## config.mk

```make
export PLATFORM = sky130hd
export DESIGN_NAME = alu_share_arbiter
export DESIGN_NICKNAME = d
export VERILOG_FILES = /design/src/rtl/alu_share_arbiter_pkg.sv /design/src/rtl/alu_share_arbiter_alu.sv /design/src/rtl/alu_share_arbiter.sv
export SDC_FILE = /design/constraint.sdc
export NUM_CORES = 1
export LEC_CHECK = 0
export CAP_MARGIN = 30
export CORE_AREA = 2 2 151 153
export CTS_BUF_LIST = sky130_fd_sc_hd__clkbuf_16
export CTS_CLUSTER_DIAMETER = 50
export DETAILED_ROUTE_END_ITERATION = 6
export DIE_AREA = 0 0 153 155
export GPL_ROUTABILITY_DRIVEN = 0
export GPL_TIMING_DRIVEN = 0
export PLACE_DENSITY = 0.75
export SLEW_MARGIN = 10
export SYNTH_ARGS = -nofsm -noshare
export SYNTH_HDL_FRONTEND = slang
export SYNTH_SLANG_ARGS = --single-unit
```

## constraint.sdc

```tcl
create_clock -name clk -period 4.1 [get_ports clk]
set_input_delay 0.41 -clock clk [delete_from_list [all_inputs] [get_ports clk]]
set_output_delay 0.41 -clock clk [all_outputs]
set_load 0.02 [all_outputs]
```

## src/rtl/alu_share_arbiter_pkg.sv

```systemverilog
// Shared constants, op codes and FSM state type for the two-requester ALU arbiter.
package alu_share_arbiter_pkg;

   localparam int unsigned DATA_W = 32;
   localparam int unsigned OP_W   = 3;

   localparam logic [OP_W-1:0] OP_ADD = 3'b010;
   localparam logic [OP_W-1:0] OP_SUB = 3'b110;
   localparam logic [OP_W-1:0] OP_AND = 3'b000;
   localparam logic [OP_W-1:0] OP_OR  = 3'b001;
   localparam logic [OP_W-1:0] OP_SLT = 3'b111;

   typedef enum logic [1:0] {
      ST_IDLE = 2'd0,
      ST_EXEC = 2'd1,
      ST_RESP = 2'd2
   } state_t;

   function automatic logic is_legal_op(input logic [OP_W-1:0] op);
      logic legal;
      case (op)
         OP_ADD, OP_SUB, OP_AND, OP_OR, OP_SLT: legal = 1'b1;
         default:                               legal = 1'b0;
      endcase
      return legal;
   endfunction

endpackage

```

## src/rtl/alu_share_arbiter_alu.sv

```systemverilog
// Existing 32-bit ALU: ADD, SUB, AND, OR and unsigned SLT; unknown codes yield zero.
module ArithmeticLogicUnit
   import alu_share_arbiter_pkg::*;
(
   input  logic [DATA_W-1:0] a_i,
   input  logic [DATA_W-1:0] b_i,
   input  logic [OP_W-1:0]   alu_control_i,
   output logic [DATA_W-1:0] result_o,
   output logic              zero_o
);

   always_comb begin
      result_o = '0;
      case (alu_control_i)
         OP_ADD:  result_o = a_i + b_i;
         OP_SUB:  result_o = a_i - b_i;
         OP_AND:  result_o = a_i & b_i;
         OP_OR:   result_o = a_i | b_i;
         OP_SLT:  result_o = DATA_W'(a_i < b_i);
         default: result_o = '0;
      endcase
   end

   assign zero_o = (result_o == '0);

endmodule

```

## src/rtl/alu_share_arbiter.sv

```systemverilog
// Round-robin arbiter sharing one ALU between two requesters; one transaction in flight
// through IDLE -> EXEC -> RESP.
module alu_share_arbiter
   import alu_share_arbiter_pkg::*;
(
   input  logic              clk,
   input  logic              reset,

   input  logic              req0_valid,
   output logic              req0_ready,
   input  logic [OP_W-1:0]   req0_op,
   input  logic [DATA_W-1:0] req0_a,
   input  logic [DATA_W-1:0] req0_b,
   output logic              rsp0_valid,
   input  logic              rsp0_ready,
   output logic [DATA_W-1:0] rsp0_result,
   output logic              rsp0_zero,
   output logic              rsp0_err,

   input  logic              req1_valid,
   output logic              req1_ready,
   input  logic [OP_W-1:0]   req1_op,
   input  logic [DATA_W-1:0] req1_a,
   input  logic [DATA_W-1:0] req1_b,
   output logic              rsp1_valid,
   input  logic              rsp1_ready,
   output logic [DATA_W-1:0] rsp1_result,
   output logic              rsp1_zero,
   output logic              rsp1_err,

   output logic              busy
);

   state_t            state_q;
   logic              owner_q;
   logic              last_grant_q;
   logic [OP_W-1:0]   op_q;
   logic [DATA_W-1:0] a_q;
   logic [DATA_W-1:0] b_q;
   logic [DATA_W-1:0] result_q;
   logic              zero_q;
   logic              err_q;

   logic              grant_valid;
   logic              grant_id;
   logic [OP_W-1:0]   sel_op;
   logic [DATA_W-1:0] sel_a;
   logic [DATA_W-1:0] sel_b;
   logic              owner_rsp_ready;
   logic [DATA_W-1:0] alu_result;
   logic              alu_zero;
   logic              op_legal;

   // Grant selection: a lone requester wins; on a tie the one not served last wins.
   always_comb begin
      grant_valid = 1'b0;
      grant_id    = 1'b0;
      if (req0_valid && req1_valid) begin
         grant_valid = 1'b1;
         grant_id    = ~last_grant_q;
      end else if (req0_valid) begin
         grant_valid = 1'b1;
         grant_id    = 1'b0;
      end else if (req1_valid) begin
         grant_valid = 1'b1;
         grant_id    = 1'b1;
      end
   end

   assign sel_op          = grant_id ? req1_op : req0_op;
   assign sel_a           = grant_id ? req1_a  : req0_a;
   assign sel_b           = grant_id ? req1_b  : req0_b;
   assign owner_rsp_ready = owner_q ? rsp1_ready : rsp0_ready;
   assign op_legal        = is_legal_op(op_q);

   ArithmeticLogicUnit u_alu (
      .a_i           (a_q),
      .b_i           (b_q),
      .alu_control_i (op_q),
      .result_o      (alu_result),
      .zero_o        (alu_zero)
   );

   always_ff @(posedge clk or posedge reset) begin
      if (reset) begin
         state_q      <= ST_IDLE;
         owner_q      <= 1'b0;
         last_grant_q <= 1'b1;
         op_q         <= '0;
         a_q          <= '0;
         b_q          <= '0;
         result_q     <= '0;
         zero_q       <= 1'b0;
         err_q        <= 1'b0;
      end else begin
         case (state_q)
            ST_IDLE: begin
               if (grant_valid) begin
                  op_q         <= sel_op;
                  a_q          <= sel_a;
                  b_q          <= sel_b;
                  owner_q      <= grant_id;
                  last_grant_q <= grant_id;
                  state_q      <= ST_EXEC;
               end
            end
            ST_EXEC: begin
               // Illegal codes report err with a forced zero result and zero flag low.
               if (op_legal) begin
                  result_q <= alu_result;
                  zero_q   <= alu_zero;
                  err_q    <= 1'b0;
               end else begin
                  result_q <= '0;
                  zero_q   <= 1'b0;
                  err_q    <= 1'b1;
               end
               state_q <= ST_RESP;
            end
            ST_RESP: begin
               if (owner_rsp_ready) state_q <= ST_IDLE;
            end
            default: state_q <= ST_IDLE;
         endcase
      end
   end

   assign req0_ready  = (state_q == ST_IDLE) && grant_valid && !grant_id;
   assign req1_ready  = (state_q == ST_IDLE) && grant_valid &&  grant_id;
   assign rsp0_valid  = (state_q == ST_RESP) && !owner_q;
   assign rsp1_valid  = (state_q == ST_RESP) &&  owner_q;
   assign rsp0_result = result_q;
   assign rsp1_result = result_q;
   assign rsp0_zero   = zero_q;
   assign rsp1_zero   = zero_q;
   assign rsp0_err    = err_q;
   assign rsp1_err    = err_q;
   assign busy        = (state_q != ST_IDLE);

endmodule
```

### After elaboration in Yosys (flattened, before gate mapping)

Index checks and enable logic that the tools add are counted.
W data, S select, Z words.

* latch bits: 0
* output and inout port bits: 73
* memories kept: 0
* word-level logic and storage cells: 55
* flip-flop bits (word level): 105
* memory bits (read-only): 0
* RAM bits: 0
* bits of input ports: 140

* div/mod/pow operators: 0
* mux-type cells: 17
* add/sub/neg operators: 2
* equality and inequality tests: 8
* shifts and indexed selects: 0
* reductions and logical operators: 15
* multipliers: 0
* bitwise logic cells: 3
* $lt $le $gt $ge: 1

Operators by type and width (number)
* $pmux W32 S5: 1
* $mux W32: 3
* $add A32 B32 Y32: 1
* $and A32 B32 Y32: 1
* $logic_not A32 Y1: 1
* $lt A32 B32 Y1: 1
* $or A32 B32 Y32: 1
* $sub A32 B32 Y32: 1
* $mux W1: 9
* $eq A3 B3 Y1 const B: 2
* $logic_and A1 B1 Y1: 6
* $pmux W2 S3: 1
* $reduce_or A5 Y1: 1
* $mux W2: 2
* $ne A2 B2 Y1 const B: 2
* $reduce_and A2 Y1: 2
* $eq A3 B1 Y1 const B: 1
* $eq A3 B2 Y1 const B: 1
* $logic_not A3 Y1: 1
* $mux W3: 1
* $eq A2 B1 Y1 const B: 1
* $eq A2 B2 Y1 const B: 1
* $logic_not A1 Y1: 2
* $logic_not A2 Y1: 1
* 2 further kinds: 2

### Depth between registers and ports, before layout

* word-level depth: 5
* depth in mapped cells: 14
* depth with buffers taken out: 14

### Hierarchy

From an unflattened synthesis, not the netlist that was laid out.

* cell total of the unflattened synthesis: 1222
* area, all modules: 9774.4 um2

By module, submodules not included
* ArithmeticLogicUnit: instances 1, area an instance 5054.8 um2, sequential area each 0.0 um2, cells an instance 778
* alu_share_arbiter: instances 1, area an instance 4719.5 um2, sequential area each 2628.8 um2, cells an instance 444

### Worst setup path after synthesis

OpenSTA, ideal clock, no wires.

* kind: register to register
* from: register b_q[0]
* to: register zero_q, in the netlist rsp0_zero
* clock period less this slack: 3.607 ns
* path buffers: 0
* data required time: 3.996 ns
* library setup time: 0.104 ns
* path slack: 0.493 ns
* cell stages (with the launch flop): 14
* arrival: 3.504 ns
* cells stage by stage: dfrtp_1 ha_1 fa_1 a21oi_1 o221ai_4 a31oi_1 o22ai_1 xnor2_1 o22ai_1 or4_1 nor4b_2 nand4_1 or4_1 o41ai_2

* cells in the longest elaborated chain, start to end: 4
* elaborated cells on any way between the ends: 8
* those cells by class: add/sub (2); order compare (1); mux (2); bitwise (2); reduce/logical (1)

RTL lines
* start, declared: line alu_share_arbiter.sv:39 `logic [DATA_W-1:0] b_q;`
* start signal, assigned: line alu_share_arbiter.sv:101 `b_q <= sel_b;`
* $sub A32 B32 Y32, or another cell as far along: line alu_share_arbiter_alu.sv:16 `OP_SUB: result_o = a_i - b_i;`
* $pmux W32 S5 *: line alu_share_arbiter_alu.sv:14 `case (alu_control_i)`
* $logic_not A32 Y1 *: line alu_share_arbiter_alu.sv:24 `assign zero_o = (result_o == '0);`
* $mux W1 *: line alu_share_arbiter.sv:109 `if (op_legal) begin`
* end signal, assigned: line alu_share_arbiter.sv:111 `zero_q <= alu_zero;`
* end, declared: line alu_share_arbiter.sv:41 `logic zero_q;`

Mark *: on every way between the ends. The rest lies on a longest branch, timed or not.
A chain may end at the register's enable or synchronous reset.

### Worst setup path in the final report

* from: register op_q[2]
* to: register zero_q, in the netlist rsp0_zero

* cells in the longest elaborated chain, start to end: 4
* elaborated cells on any way between the ends: 10
* those cells by class: eq/ne (4); mux (3); reduce/logical (3)

RTL lines
* start, declared: line alu_share_arbiter.sv:37 `logic [OP_W-1:0] op_q;`
* start signal, assigned: line alu_share_arbiter.sv:99 `op_q <= sel_op;`
* $eq A3 B3 Y1, or another cell as far along: line alu_share_arbiter_pkg.sv:21, alu_share_arbiter_alu.sv:14
* $pmux W32 S5 or $reduce_or A5 Y1 (tied branches): line alu_share_arbiter_alu.sv:14, alu_share_arbiter_pkg.sv:21
* $logic_not A32 Y1 or $mux W1 (tied branches): line alu_share_arbiter_alu.sv:24, alu_share_arbiter_pkg.sv:21
* $mux W1 *: line alu_share_arbiter.sv:109

Marked as above.

==> reports/metrics.cfg <==
[grt]
overflow = 0
grt_pass1_wl_um = 51600
grt_pass1_vias = 9753
antenna_found_initial = 0
grt_use_total = 0.270
grt_max_degree = 67

[clock_network]
htree_levels = 3
cts_tree = done
ctsLongestPathBuffers = 2
cts.clk_slew.worst_paths_ns = 0.08
cts-root-buf = clkbuf_16
cts_sinks = 105
insertion_delay_ns = 0.37
numCtsBuffers = 9
ctsHoldBuffers = 0

[route]
drt-initial-drc-count = 1416
drtAntennaViolNets = 0
routedWlPerCell_um = 19.4
vias = 10400
detail_route.wirelength_um = 32900
vias_per_cell = 6.09
drc_errors = 13
drtPass1Iterations = 7

[die]
die_h_um = 155
rows = 55
start_util = 0.439
design.core.area_sq_um = 22200
die_w_um = 153
ios = 213
die_area_sq_um = 23700

[power_and_ir_drop]
leakage_nw = 5.77
ir_drop_uv = 488
cellPowerDensity_nw_per_um2 = 997

[sta]
drv_slew = 0
setup_viol = 0
final_hold_viol_count = 0
slew_headroom = 0.360
worst_pin_slew_ns = 0.954
fin_worst_skew_ns = 0.00850
max_freq_mhz = 248
period_share = 0.983
setup_ws_ns = 0.0698
period_needed_ns = 4.03

[synthesis]
synth_top_family_by_area = compound AO/OA/AOI/OAI gates
synth_compound_area_frac = 0.289
synth_area_sq_um = 9760
synth_edf_count = 0
ys.flop_type = dfrtp_1
ys_types = 90
synth-xor-area-share = 0.0233
syn-num-nets = 1434
synth-seq-area-share = 0.269
yosys_warnings = 0
synthMuxAreaShare = 0.0211
synthAdderAreaFrac = 0.139
ys_ff_latch = 105
avgSynthCellArea_sq_um = 8.23
synthArstFlopShare = 1.00
synthSimpleGateAreaFrac = 0.133
synth_cells = 1187

[layout]
final_nets = 1659
final_common_cell = clkdlybuf4s50_1
final_cell_mix = clkdlybuf4s50_1 (212), inv_1 (169), ha_1 (103)
final_area_sq_um = 12800
drive_gt1_frac = 0.114
final_util = 0.577
syn_to_final_growth_pct = 31.4
diodes = 0

[setup_path]
cp.required_ns = 4.37
crit_path_end_kind = register
path_class = reg2reg
reg2reg_slack_ns = 0.07
cp-start-kind = register
reg2regPathDepth = 12
cp_slowest_cell = clkbuf_1
crit_top_cell = buf_2
critPathMaxFanout = 10
crit_chain = buf_2, buf_2, clkbuf_1, buf_1, a31oi_1, xnor2_1, a21oi_1, o2111ai_1, nor4_2, nand4_1, or4_1, o41ai_2
slowest_delay_ns = 0.54
worst_ep_arrival_time_ns = 4.30

[placed_design]
io_buffers = 212
post-dp-hpwl_um = 26100
pre_cts_ws_ns = -0.382
place_area_sq_um = 12300

[flow_run]
maxCapViolCount = 0

[outcome]
status = complete, but fails checks
failed_checks = DRC

[hold_path]
hold_path.class = in2async

power breakdown:
part           leakage, nW  switching, mW  internal (mW)  total [mW]
Combinational         4.32           6.07           3.83        9.90
Clock                0.132          0.458          0.424       0.882
Sequential            1.32          0.503           1.51        2.01
layer usage:
layer	GRT usage	vias to the layer above	part of all wire
met4	0.115	0	0.043
met2	0.442	641	0.45
li1	-	4720	-
met1	0.357	4865	0.40
met5	0	-	0
met3	0.0407	134	0.10
sequential cells by signal (all words and copies together) (netlist names):
name / cells
rsp0_err: 1
op_q: 3
a_q: 32
b_q: 32
last_grant_q: 1
rsp0_zero: 1
state_q: 2
rsp0_result: 32
owner_q: 1
critical path: cells and delay by family (launching register included):
family / cells / cell delay (ns)
compound gates: 4 / 0.98
simple gates: 3 / 0.90
buf+inv: 4 / 1.57
flops: 1 / 0.32
xor+xnor: 1 / 0.17
Yosys cell counts, drive strengths merged, types with 14 or more instances:
cell      n  area share
inv     173       0.067
ha      105        0.13
dfrtp   104        0.27
nand2    81       0.031
nor2     80       0.031
a21oi    73       0.038
o21ai    68       0.035
a222oi   67       0.069
buf      56       0.038
clkbuf   53       0.021
xnor2    24       0.022
a211oi   17       0.013
nand4    15      0.0096
nor3     14      0.0072
worst paths after layout:
check / start / end
setup / recovery: op_q[2] / rsp0_zero
hold / removal: reset / a_q[10]
setup reg to reg: op_q[2] / rsp0_zero
hold reg to reg: rsp0_result[6] / rsp0_result[6]
max in group asynchronous: reset / rsp0_result[21]
min in group clk: rsp0_result[6] / rsp0_result[6]
what timing repair did:
item / in CTS / in global routing
gates cloned: 0 / 0
pin swaps: 0 / 9
setup buffers: 0 / 3
endpoints found under the setup margin: 1 / 2
gates resized for setup: 6 / 54
cell families after synthesis:
logic type	after synthesis
AO/OA/AOI/OAI	377
flip-flops	105
adder cells (fa/ha/maj)	107
multiplexers	19
XOR/XNOR	26
AND/OR/NAND/NOR	270
buffers and inverters	283
per-stage QoR:
| stage | TNS [ns] | hold WS (ns) | power (mW) | std cells |
|---|---|---|---|---|
| 5_1_grt | -0.000430 | 0.458 | 13.7 | 1702 |
| 2_1_floorplan | 0 | 0.499 | 8.35 | 1187 |
| 3_3_place_gp | -69.40 | 0.488 | 10.9 | 1684 |
| 6_report | 0 | 0.400 | 12.8 | 1702 |
| 3_5_place_dp | -0.382 | 0.499 | 11.1 | 1685 |
| 4_1_cts | 0 | 0.423 | 12.1 | 1701 |
final cells by class:
class                      count  area [sq um]
fill                        2015          9390
multi-input combinational    799          6150
sequential                   105          2630
timing repair buffer         216          2170
inverter                     174           658
buffer                       107           571
tap                          285           357
clock buffer                   9           225
clock inverter                 7          62.6
Note: power is estimated with default switching activity, not from simulation.
